<file path="src/rtl/bid_ctrl_multi.sv">
// Parametrised multi-player bid controller: host-locked configuration, key lockout,
// per-player funds checking and lowest-index tie-breaking, with all outputs registered.
module bid_ctrl_multi #(
  parameter int NUM_PLAYERS = 4,
  parameter int BAL_W       = 32,
  parameter int BID_W       = 16,
  parameter int TIMER_W     = 4,
  parameter int SEL_W       = $clog2(NUM_PLAYERS)
) (
  input  logic                         clk,
  input  logic                         reset_n,
  input  logic [NUM_PLAYERS*BID_W-1:0] bid_amt,
  input  logic [NUM_PLAYERS-1:0]       bid,
  input  logic [NUM_PLAYERS-1:0]       retract,
  input  logic [BAL_W-1:0]             C_data,
  input  logic [3:0]                   C_op,
  input  logic [SEL_W-1:0]             C_sel,
  input  logic                         C_start,
  output logic [NUM_PLAYERS-1:0]       ack,
  output logic [2*NUM_PLAYERS-1:0]     p_err,
  output logic [NUM_PLAYERS*BAL_W-1:0] balance,
  output logic [NUM_PLAYERS-1:0]       win,
  output logic                         ready,
  output logic [2:0]                   err,
  output logic                         roundOver,
  output logic [BAL_W-1:0]             maxBid
);

  localparam int EXT_W = BAL_W + 1;
  localparam logic [SEL_W:0] NP_SEL = (SEL_W + 1)'(NUM_PLAYERS);

  localparam logic [3:0] OP_NOP    = 4'd0;
  localparam logic [3:0] OP_UNLOCK = 4'd1;
  localparam logic [3:0] OP_LOCK   = 4'd2;
  localparam logic [3:0] OP_LOADP  = 4'd3;
  localparam logic [3:0] OP_MASK   = 4'd4;
  localparam logic [3:0] OP_TIMER  = 4'd5;
  localparam logic [3:0] OP_CHARGE = 4'd6;

  localparam logic [2:0] ERR_OK       = 3'd0;
  localparam logic [2:0] ERR_KEY      = 3'd1;
  localparam logic [2:0] ERR_UNLOCKED = 3'd2;
  localparam logic [2:0] ERR_START    = 3'd3;
  localparam logic [2:0] ERR_OP       = 3'd4;
  localparam logic [2:0] ERR_SEL      = 3'd5;

  localparam logic [1:0] PE_IDLE  = 2'b01;
  localparam logic [1:0] PE_FUNDS = 2'b10;
  localparam logic [1:0] PE_BLOCK = 2'b11;

  typedef enum logic [2:0] {
    ST_UNLOCKED = 3'd0,
    ST_LOCKED   = 3'd1,
    ST_LOCKOUT  = 3'd2,
    ST_ACTIVE   = 3'd3,
    ST_OVER     = 3'd4
  } state_t;

  state_t                 state_r;
  logic [BAL_W-1:0]       value_r [NUM_PLAYERS];
  logic [BAL_W-1:0]       tent_r  [NUM_PLAYERS];
  logic [BAL_W-1:0]       tot_r   [NUM_PLAYERS];
  logic [BAL_W-1:0]       chg_r   [NUM_PLAYERS];
  logic [NUM_PLAYERS-1:0] mask_r;
  logic [TIMER_W-1:0]     timer_r;
  logic [TIMER_W-1:0]     cnt_r;
  logic [BAL_W-1:0]       key_r;
  logic [BAL_W-1:0]       cost_r;

  logic [BAL_W-1:0]       amt_s [NUM_PLAYERS];
  logic [NUM_PLAYERS-1:0] bid_ok_s;
  logic [NUM_PLAYERS-1:0] ret_ok_s;
  logic [NUM_PLAYERS-1:0] win_oh_s;
  logic [BAL_W-1:0]       best_s;
  logic                   take_s;
  logic [TIMER_W-1:0]     lock_cnt_s;
  logic                   key_ok_s;
  logic                   go_round_s;

  // Funds checks are widened by one bit so amount+charge can never wrap.
  always_comb begin
    for (int i = 0; i < NUM_PLAYERS; i++) begin
      amt_s[i]    = BAL_W'(bid_amt[i*BID_W +: BID_W]);
      bid_ok_s[i] = (EXT_W'(amt_s[i]) + EXT_W'(cost_r)) <= EXT_W'(tent_r[i]);
      ret_ok_s[i] = (amt_s[i] <= tot_r[i]) &&
                    (EXT_W'(cost_r) <= (EXT_W'(tent_r[i]) + EXT_W'(amt_s[i])));
    end
  end

  // Winner search: strict compare keeps the lowest index on ties; zero total means no winner.
  always_comb begin
    best_s   = '0;
    win_oh_s = '0;
    take_s   = 1'b0;
    for (int i = 0; i < NUM_PLAYERS; i++) begin
      take_s   = tot_r[i] > best_s;
      best_s   = take_s ? tot_r[i] : best_s;
      win_oh_s = take_s ? (NUM_PLAYERS'(1) << i) : win_oh_s;
    end
  end

  // Host control decode shared by several states.
  always_comb begin
    key_ok_s   = (C_data == key_r);
    go_round_s = C_start && ((state_r == ST_LOCKED) || (state_r == ST_OVER));
    if (timer_r == '0) begin
      lock_cnt_s = TIMER_W'(1);
    end else begin
      lock_cnt_s = timer_r;
    end
  end

  // Committed balances are driven straight from the value registers.
  always_comb begin
    balance = '0;
    for (int i = 0; i < NUM_PLAYERS; i++) begin
      balance[i*BAL_W +: BAL_W] = value_r[i];
    end
  end

  // Control FSM, per-player round bookkeeping and registered outputs.
  always_ff @(posedge clk or negedge reset_n) begin
    if (!reset_n) begin
      state_r <= ST_UNLOCKED;
      for (int i = 0; i < NUM_PLAYERS; i++) begin
        value_r[i] <= '0;
        tent_r[i]  <= '0;
        tot_r[i]   <= '0;
        chg_r[i]   <= '0;
      end
      mask_r    <= '1;
      timer_r   <= '1;
      cnt_r     <= '0;
      key_r     <= '0;
      cost_r    <= BAL_W'(1);
      ack       <= '0;
      p_err     <= '0;
      win       <= '0;
      err       <= ERR_OK;
      roundOver <= 1'b0;
      maxBid    <= '0;
      ready     <= 1'b0;
    end else begin
      ack       <= '0;
      p_err     <= '0;
      err       <= ERR_OK;
      roundOver <= 1'b0;
      ready     <= 1'b1;
      if (go_round_s) begin
        for (int i = 0; i < NUM_PLAYERS; i++) begin
          tent_r[i] <= value_r[i];
          tot_r[i]  <= '0;
          chg_r[i]  <= '0;
        end
        win     <= '0;
        maxBid  <= '0;
        state_r <= ST_ACTIVE;
      end
      case (state_r)
        ST_UNLOCKED: begin
          for (int i = 0; i < NUM_PLAYERS; i++) begin
            if (bid[i] || retract[i]) p_err[2*i +: 2] <= PE_IDLE;
          end
          if (C_start) begin
            err <= ERR_START;
          end else begin
            case (C_op)
              OP_NOP:    begin end
              OP_UNLOCK: err <= ERR_UNLOCKED;
              OP_LOCK: begin
                key_r   <= C_data;
                state_r <= ST_LOCKED;
              end
              OP_LOADP: begin
                if ({1'b0, C_sel} >= NP_SEL) err <= ERR_SEL;
                else value_r[C_sel] <= C_data;
              end
              OP_MASK:   mask_r  <= C_data[NUM_PLAYERS-1:0];
              OP_TIMER:  timer_r <= C_data[TIMER_W-1:0];
              OP_CHARGE: cost_r  <= C_data;
              default:   err <= ERR_OP;
            endcase
          end
        end
        ST_LOCKED: begin
          for (int i = 0; i < NUM_PLAYERS; i++) begin
            if (bid[i] || retract[i]) p_err[2*i +: 2] <= PE_IDLE;
          end
          if (!C_start) begin
            case (C_op)
              OP_NOP: begin end
              OP_UNLOCK: begin
                if (key_ok_s) begin
                  state_r <= ST_UNLOCKED;
                end else begin
                  err     <= ERR_KEY;
                  cnt_r   <= lock_cnt_s;
                  ready   <= 1'b0;
                  state_r <= ST_LOCKOUT;
                end
              end
              default: err <= ERR_OP;
            endcase
          end
        end
        ST_LOCKOUT: begin
          if (cnt_r == TIMER_W'(1)) begin
            state_r <= ST_LOCKED;
          end else begin
            cnt_r <= cnt_r - TIMER_W'(1);
            ready <= 1'b0;
          end
        end
        ST_ACTIVE: begin
          if (C_start) begin
            for (int i = 0; i < NUM_PLAYERS; i++) begin
              if (bid[i] || retract[i]) begin
                if (!mask_r[i]) begin
                  p_err[2*i +: 2] <= PE_BLOCK;
                end else if (bid[i] && retract[i]) begin
                  p_err[2*i +: 2] <= PE_BLOCK;
                  err             <= ERR_OP;
                end else if (bid[i]) begin
                  if (bid_ok_s[i]) begin
                    ack[i]    <= 1'b1;
                    tent_r[i] <= tent_r[i] - amt_s[i] - cost_r;
                    tot_r[i]  <= tot_r[i] + amt_s[i];
                    chg_r[i]  <= chg_r[i] + cost_r;
                  end else begin
                    p_err[2*i +: 2] <= PE_FUNDS;
                  end
                end else begin
                  if (ret_ok_s[i]) begin
                    tent_r[i] <= tent_r[i] + amt_s[i] - cost_r;
                    tot_r[i]  <= tot_r[i] - amt_s[i];
                    chg_r[i]  <= chg_r[i] + cost_r;
                  end else begin
                    p_err[2*i +: 2] <= PE_FUNDS;
                  end
                end
              end
            end
          end else begin
            // Winner pays its bids plus charges; everyone else pays only charges.
            for (int i = 0; i < NUM_PLAYERS; i++) begin
              value_r[i] <= win_oh_s[i] ? tent_r[i] : (value_r[i] - chg_r[i]);
            end
            win       <= win_oh_s;
            maxBid    <= best_s;
            roundOver <= 1'b1;
            state_r   <= ST_OVER;
          end
        end
        ST_OVER: begin
          for (int i = 0; i < NUM_PLAYERS; i++) begin
            if (bid[i] || retract[i]) p_err[2*i +: 2] <= PE_IDLE;
          end
          if (!C_start) begin
            case (C_op)
              OP_NOP: roundOver <= 1'b1;
              OP_UNLOCK: begin
                if (key_ok_s) begin
                  state_r <= ST_UNLOCKED;
                end else begin
                  err     <= ERR_KEY;
                  cnt_r   <= lock_cnt_s;
                  ready   <= 1'b0;
                  state_r <= ST_LOCKOUT;
                end
              end
              default: begin
                err     <= ERR_OP;
                state_r <= ST_LOCKED;
              end
            endcase
          end
        end
        default: state_r <= ST_UNLOCKED;
      endcase
    end
  end

endmodule

</file>
<file path="config.mk">
export PLATFORM = sky130hd
export DESIGN_NAME = bid_ctrl_multi
export DESIGN_NICKNAME = d
export VERILOG_FILES = /design/src/rtl/bid_ctrl_multi.sv
export SDC_FILE = /design/constraint.sdc
export NUM_CORES = 2
export LEC_CHECK = 0
export ABC_AREA = 0
export CORE_UTILIZATION = 38
export DETAILED_ROUTE_END_ITERATION = 16
export HOLD_SLACK_MARGIN = 0.06
export PLACE_DENSITY = 0.57
export SLEW_MARGIN = 20
export SYNTH_ARGS = -nofsm -noshare
export SYNTH_HDL_FRONTEND = slang
export SYNTH_SLANG_ARGS = --single-unit
</file>
<file path="constraint.sdc">
create_clock -name clk -period 8.3 [get_ports clk]
set_clock_uncertainty 0.15 [all_clocks]
set_input_delay 0.83 -clock clk [delete_from_list [all_inputs] [get_ports clk]]
set_output_delay 0.83 -clock clk [all_outputs]
set_load 0.02 [all_outputs]
</file>
-- Word level (Yosys, flattened, before mapping)
Cells that the tools add are included.
- ROM bits: 0
- RAM bits: 0
- latch bits: 0
- memories kept: 0
- logic and storage cells: 341
- register bits: 644
- input port bits: 113
- shift-type cells: 0
- $add $sub $neg: 41
- order comparisons: 18
- eq/ne operators: 19
- mux-type cells: 203
- reductions and logical operators: 29
- div/mod/pow operators: 0
- multiply operators: 0
- bitwise gates (word level): 2
- operator list (cell ; count):
    2-to-1 mux 32 bit ; 84
    2-to-1 mux 128 bit ; 12
    subtractor 32 bit ; 12
    adder 32 x 16 -> 32 bit ; 8
    one-hot mux 128 bit (2 select lines) ; 1
    subtractor 32 x 16 -> 32 bit ; 8
    adder 16 x 32 -> 33 bit ; 4
    adder 32 x 16 -> 33 bit ; 4
    less-or-equal comparator 32 x 33 -> 1 bit ; 4
    less-or-equal comparator 33 x 32 -> 1 bit ; 4
    adder 32 bit ; 4
    bitwise mux 128 bit ; 1
    less-or-equal comparator 16 x 32 -> 1 bit ; 4
    greater-than comparator 32 bit ; 3
    2-to-1 mux 3 bit ; 24
    demux 32 bit (select 2 bit) ; 1
    2-to-1 mux 2 bit ; 26
    2-to-1 mux 4 bit ; 11
    2-to-1 mux 1 bit ; 33
    equality test 32 bit ; 1
    greater-than comparator 32 x 1 -> 1 bit (second input constant) ; 1
    one-hot mux 3 bit (2 select lines) ; 3
    one-hot mux 8 bit (2 select lines) ; 1
    one-hot mux 3 bit (5 select lines) ; 1
    28 further kinds ; 57

-- Logic depth before layout (Yosys ltp)
- word-level depth: 15
- mapped depth: 40
- depth with buffers taken out: 32

-- Least setup slack after synthesis
No wires, ideal clock.
- path kind: reg-to-reg
- start: reg tot_r[113] in the netlist's numbering
- end: reg value_r, in the netlist balance[20]
- clock period less this slack: 7492 ps
- buffers on the path: 7
- setup slack: 808 ps
- arrival: 7216 ps
- cell stages (with the launch flop): 38
- cell sequence: dfrtp_1 > clkbuf_1 > inv_1 > ha_1 > a21o_1 > a21o_1 > a2111oi_0 > o21ai_0 > a21oi_1 > a21oi_1 > buf_2 > buf_2 > mux2i_1 > ha_1 > a21o_1 > a21o_1 > a21oi_1 > o21a_1 > [... 2 more ...] > a31o_2 > clkbuf_1 > clkbuf_1 > nand2_1 > o21ai_0 > ha_1 > a41o_1 > a21o_1 > a2111oi_0 > o21ai_0 > a221oi_1 > o21ai_1 > and2_1 > clkbuf_1 > nor3b_1 > buf_2 > o21ai_0 > a221o_1
- longest elaborated chain between the ends: 11
- RTL lines (item ; RTL line ; source):
    start: declaration ; 62 ; logic [BAL_W-1:0] tot_r [NUM_PLAYERS];
    start signal: indexed assignment ; 227 ; tot_r[i] <= tot_r[i] + amt_s[i];
    start signal: indexed assignment ; 235 ; tot_r[i] <= tot_r[i] - amt_s[i];
    greater-than comparator 32 x 1 -> 1 bit ; 96 ; take_s = tot_r[i] > best_s;
    2-to-1 mux 32 bit ; 97 ; best_s = take_s ? tot_r[i] : best_s;
    greater-than comparator 32 bit ; 96 ;
    2-to-1 mux 32 bit ; 97 ;
    greater-than comparator 32 bit ; 96 ;
    2-to-1 mux 32 bit ; 97 ;
    greater-than comparator 32 bit ; 96 ;
    2-to-1 mux 4 bit (*) ; 98 ; win_oh_s = take_s ? (NUM_PLAYERS'(1) << i) : win_oh_s;
    2-to-1 mux 32 bit (*) ; 246 ; value_r[i] <= win_oh_s[i] ? tent_r[i] : (value_r[i] - chg_r[i]);
    2-to-1 mux 128 bit (*) ; 215 ; if (C_start) begin
    one-hot mux 128 bit (2 select lines) (*) ; 159 ; case (state_r)
    end signal: indexed assignment ; 176 ; else value_r[C_sel] <= C_data;
    end signal: indexed assignment ; 246 ;
    end: declaration ; 60 ; logic [BAL_W-1:0] value_r [NUM_PLAYERS];
Every way passes the cells marked *; elsewhere a longest branch is shown, timed or not. The select of a mux whose other input is x is not followed.
A chain may end at the register's enable or synchronous reset.

-- Worst setup path in the final report
- start: reg tot_r[113] in the netlist's numbering
- end: reg value_r, in the netlist balance[2]
Same word-level chain as after synthesis.

==> reports/results.tsv <==
metric	value	unit
outcome	finished clean	
ANT nets after route	0	
sequential area share after synthesis	18.9	%
post-synthesis compound-gate area fraction	26.7	%
Post-synth EDFFs	0	
Final setup viols	0	
routed vias/inst	6.32	
vias	89853	
largest net degree at the start of global routing	136	
Simple-Gate Fraction of Synth Area	15.9	%
Routed wire per std cell	31.0	um
Setup TNS	0	ns
Max Slew Vio Count	0	
mapped cell area	85400	sq um
worst-case clock buffer depth	3	
detailed placer's ending HPWL	339	mm
Routed WL	441	mm
Post-synth top flop	dfrtp_1	
CP Class	reg2reg	
multi-input logic area	64400	sq um
post-synthesis register bit count	644	
Final min period	8.03	ns
Net Count, Synth	12199	
max incr delay on CP	0.45	ns
initial antenna violation count	58	
multiplexer area fraction after synthesis	2.82	%
Synth Area in XOR/XNOR	6.94	%
die area	227000	sq um
layout cells sized above 1	7.93	%
largest family of logic cells by synthesized area	compound AO/OA/AOI/OAI gates	
top cell type's share of synthesized area	19.1	%
Critical Path Slowest Stage Cell	a2111oi_0	
unrepaired setup endpoints after global routing	false	
CTS buffer count	90	
Hold Crit Class	reg2reg	
Port Buffers	293	
chip width	476	um
FFs w/ async S/R, synth	100	%
final count of hold timing violations	0	
CTS Sinks	644	
first-pass GRT wire length	617	mm
Crit. Startpoint	tot_r[113]	
Avg Cell Area, Syn	8.04	sq um
GPL Wtd Cong	1.04	
num rows	173	
Yosys warnings	0	
register area	16100	sq um
Total Routing Usage GR	37.9	%
fill cell count	22325	
htree depth	3	
Starting Density	38.3	%
clk_lat worst skew	0.80	ns
Hold Path Origin	maxBid[30]	
core area	223000	sq um
Max-Cap Viols	0	
Boundary Pins	294	
Slew @ Worst Pin	1.28	ns
most common cell in the netlist	ha_1	
# nets final	12672	
Synth-to-Final Area Change	14.9	%
fmax	124	MHz
CP required	8.86	ns
CP Launch Type	register	
delay-heaviest family, CP	compound AO/OA/AOI/OAI gates	
largest cells by area after synthesis	ha_1, dfrtp_1, a21oi_1, xnor2_1, inv_1	
RR Startpoint	tot_r[113]	
Root Driver	clkbuf_16	
clk slew on worst S/H paths	0.06	ns
starting DRC count in detailed routing	10817	
TritonCTS clock tree	done	
Post-synth top cells	ha_1, inv_1, a21oi_1	
vias in the first global route	84160	
Mapped Cells	10628	
post-synthesis adder-cell area fraction	22.7	%
Die H	476	um
largest area contributor in the netlist	ha_1	
Crit. End Element	register	
router iterations before antenna repair	7	
final clock period utilization by the worst path	96.8	%
Rel. slew slack	14.5	%
Max FO, Critical Path	16	
grt ovf	0	
DRC errors left	0	
Cell variety after synth	114	
WP buf/inv	7	
arrival time at the worst endpoint	8.59	ns
[sequential cells by signal (all words and copies together) (netlist names), 4 cells and up]
name     flops
ack          4
balance    128
chg_r      128
cnt_r        4
cost_r      32
key_r       32
mask_r       4
maxBid      32
p_err        8
tent_r     128
timer_r      4
tot_r      128
win          4
[cell type report]
type	instances	share of cell area, %
antenna	72	0.184
clock buffer	124	2.58
clock inverter	37	0.538
inverter	956	3.66
multi-input combinational	8639	65.7
sequential	644	16.5
tap	2975	3.79
timing repair buffer	770	7.12
[cell usage in the layout (no fill, tap or decap), drive strengths merged, types with 53 or more instances in the layout]
cell type,instances
a211oi,86
clkbuf,124
a21o,429
o211ai,123
nor2b,109
nand4,144
inv,956
nor3,208
o21a,163
and3,96
a221oi,53
ha,1302
a22oi,55
nor4,59
clkdlybuf4s50,291
o31ai,76
nor2,677
buf,478
mux2,80
dfrtp,635
o22ai,112
a31oi,163
a221o,57
mux2i,151
a21oi,883
xor2,218
xnor2,459
nand2,760
o221ai,61
nand2b,131
fa,156
o21bai,108
nand3,408
diode,72
o21ai,659
[layer usage]
layer | track usage [%] | wire (um) | up-vias | share of wire [%]
li1 | - | - | 39707 | -
met1 | 48.9 | 178000 | 43771 | 40
met2 | 55.5 | 184000 | 5222 | 42
met3 | 9.48 | 46600 | 1133 | 11
met4 | 25.7 | 32300 | 20 | 7.3
met5 | 0 | 130 | - | 0.029
[worst register-to-register path: cells and delay by family, from the launching register on]
family | cells | cell delay, ns
AO/OA/AOI/OAI | 22 | 4.39
adder cells (fa/ha/maj) | 3 | 0.89
buffers and inverters | 7 | 1.45
multiplexers | 1 | 0.11
flip-flops | 1 | 0.38
AND/OR/NAND/NOR | 4 | 0.60
[logic make-up after synthesis]
group / count (synthesis)
adder cells (fa/ha/maj): 1458
multiplexers: 231
flip-flops: 644
AND/OR/NAND/NOR: 2822
buffers and inverters: 1346
XOR/XNOR: 677
AO/OA/AOI/OAI: 3450
[final timing paths]
| kind | endpoint | slack, ns | depth (start not counted) |
|---|---|---|---|
| max | balance[2] | 0.27 | 37 |
| min | maxBid[30] | 0.36 | 2 |
| max reg2reg | balance[2] | 0.27 | 37 |
| min reg2reg | maxBid[30] | 0.36 | 2 |
| max in group asynchronous | chg_r[70] | 5.63 | 4 |
| min in group asynchronous | tent_r[32] | 0.50 | 2 |
[repair_timing]
item                       in CTS  in global routing
resized for setup               1                 15
gates cloned                    0                  1
setup buffers                   0                  2
pin swaps                       0                  1
hold buffers                    1                  0
hold endpoints to repair       79                  0
setup endpoints to repair       2                149
[through the flow]
stage,instance area [sq um],util [%],hold WS (ns),setup slack [ns],std cells
after global placement,94800,42.5,0.338,-0.0421,13980
after detailed placement,94800,42.5,0.350,0.0296,13980
after floorplan,85400,-,0.323,0.808,10628
after CTS,97800,43.9,0.363,0.158,14142
final,98100,44.0,0.357,0.267,14217
after global routing,98000,44.0,0.389,0.0377,14155
Power is left out: the tool's default activity adds up to more than one toggle a clock period on the data nets, which glitch-free logic cannot reach.
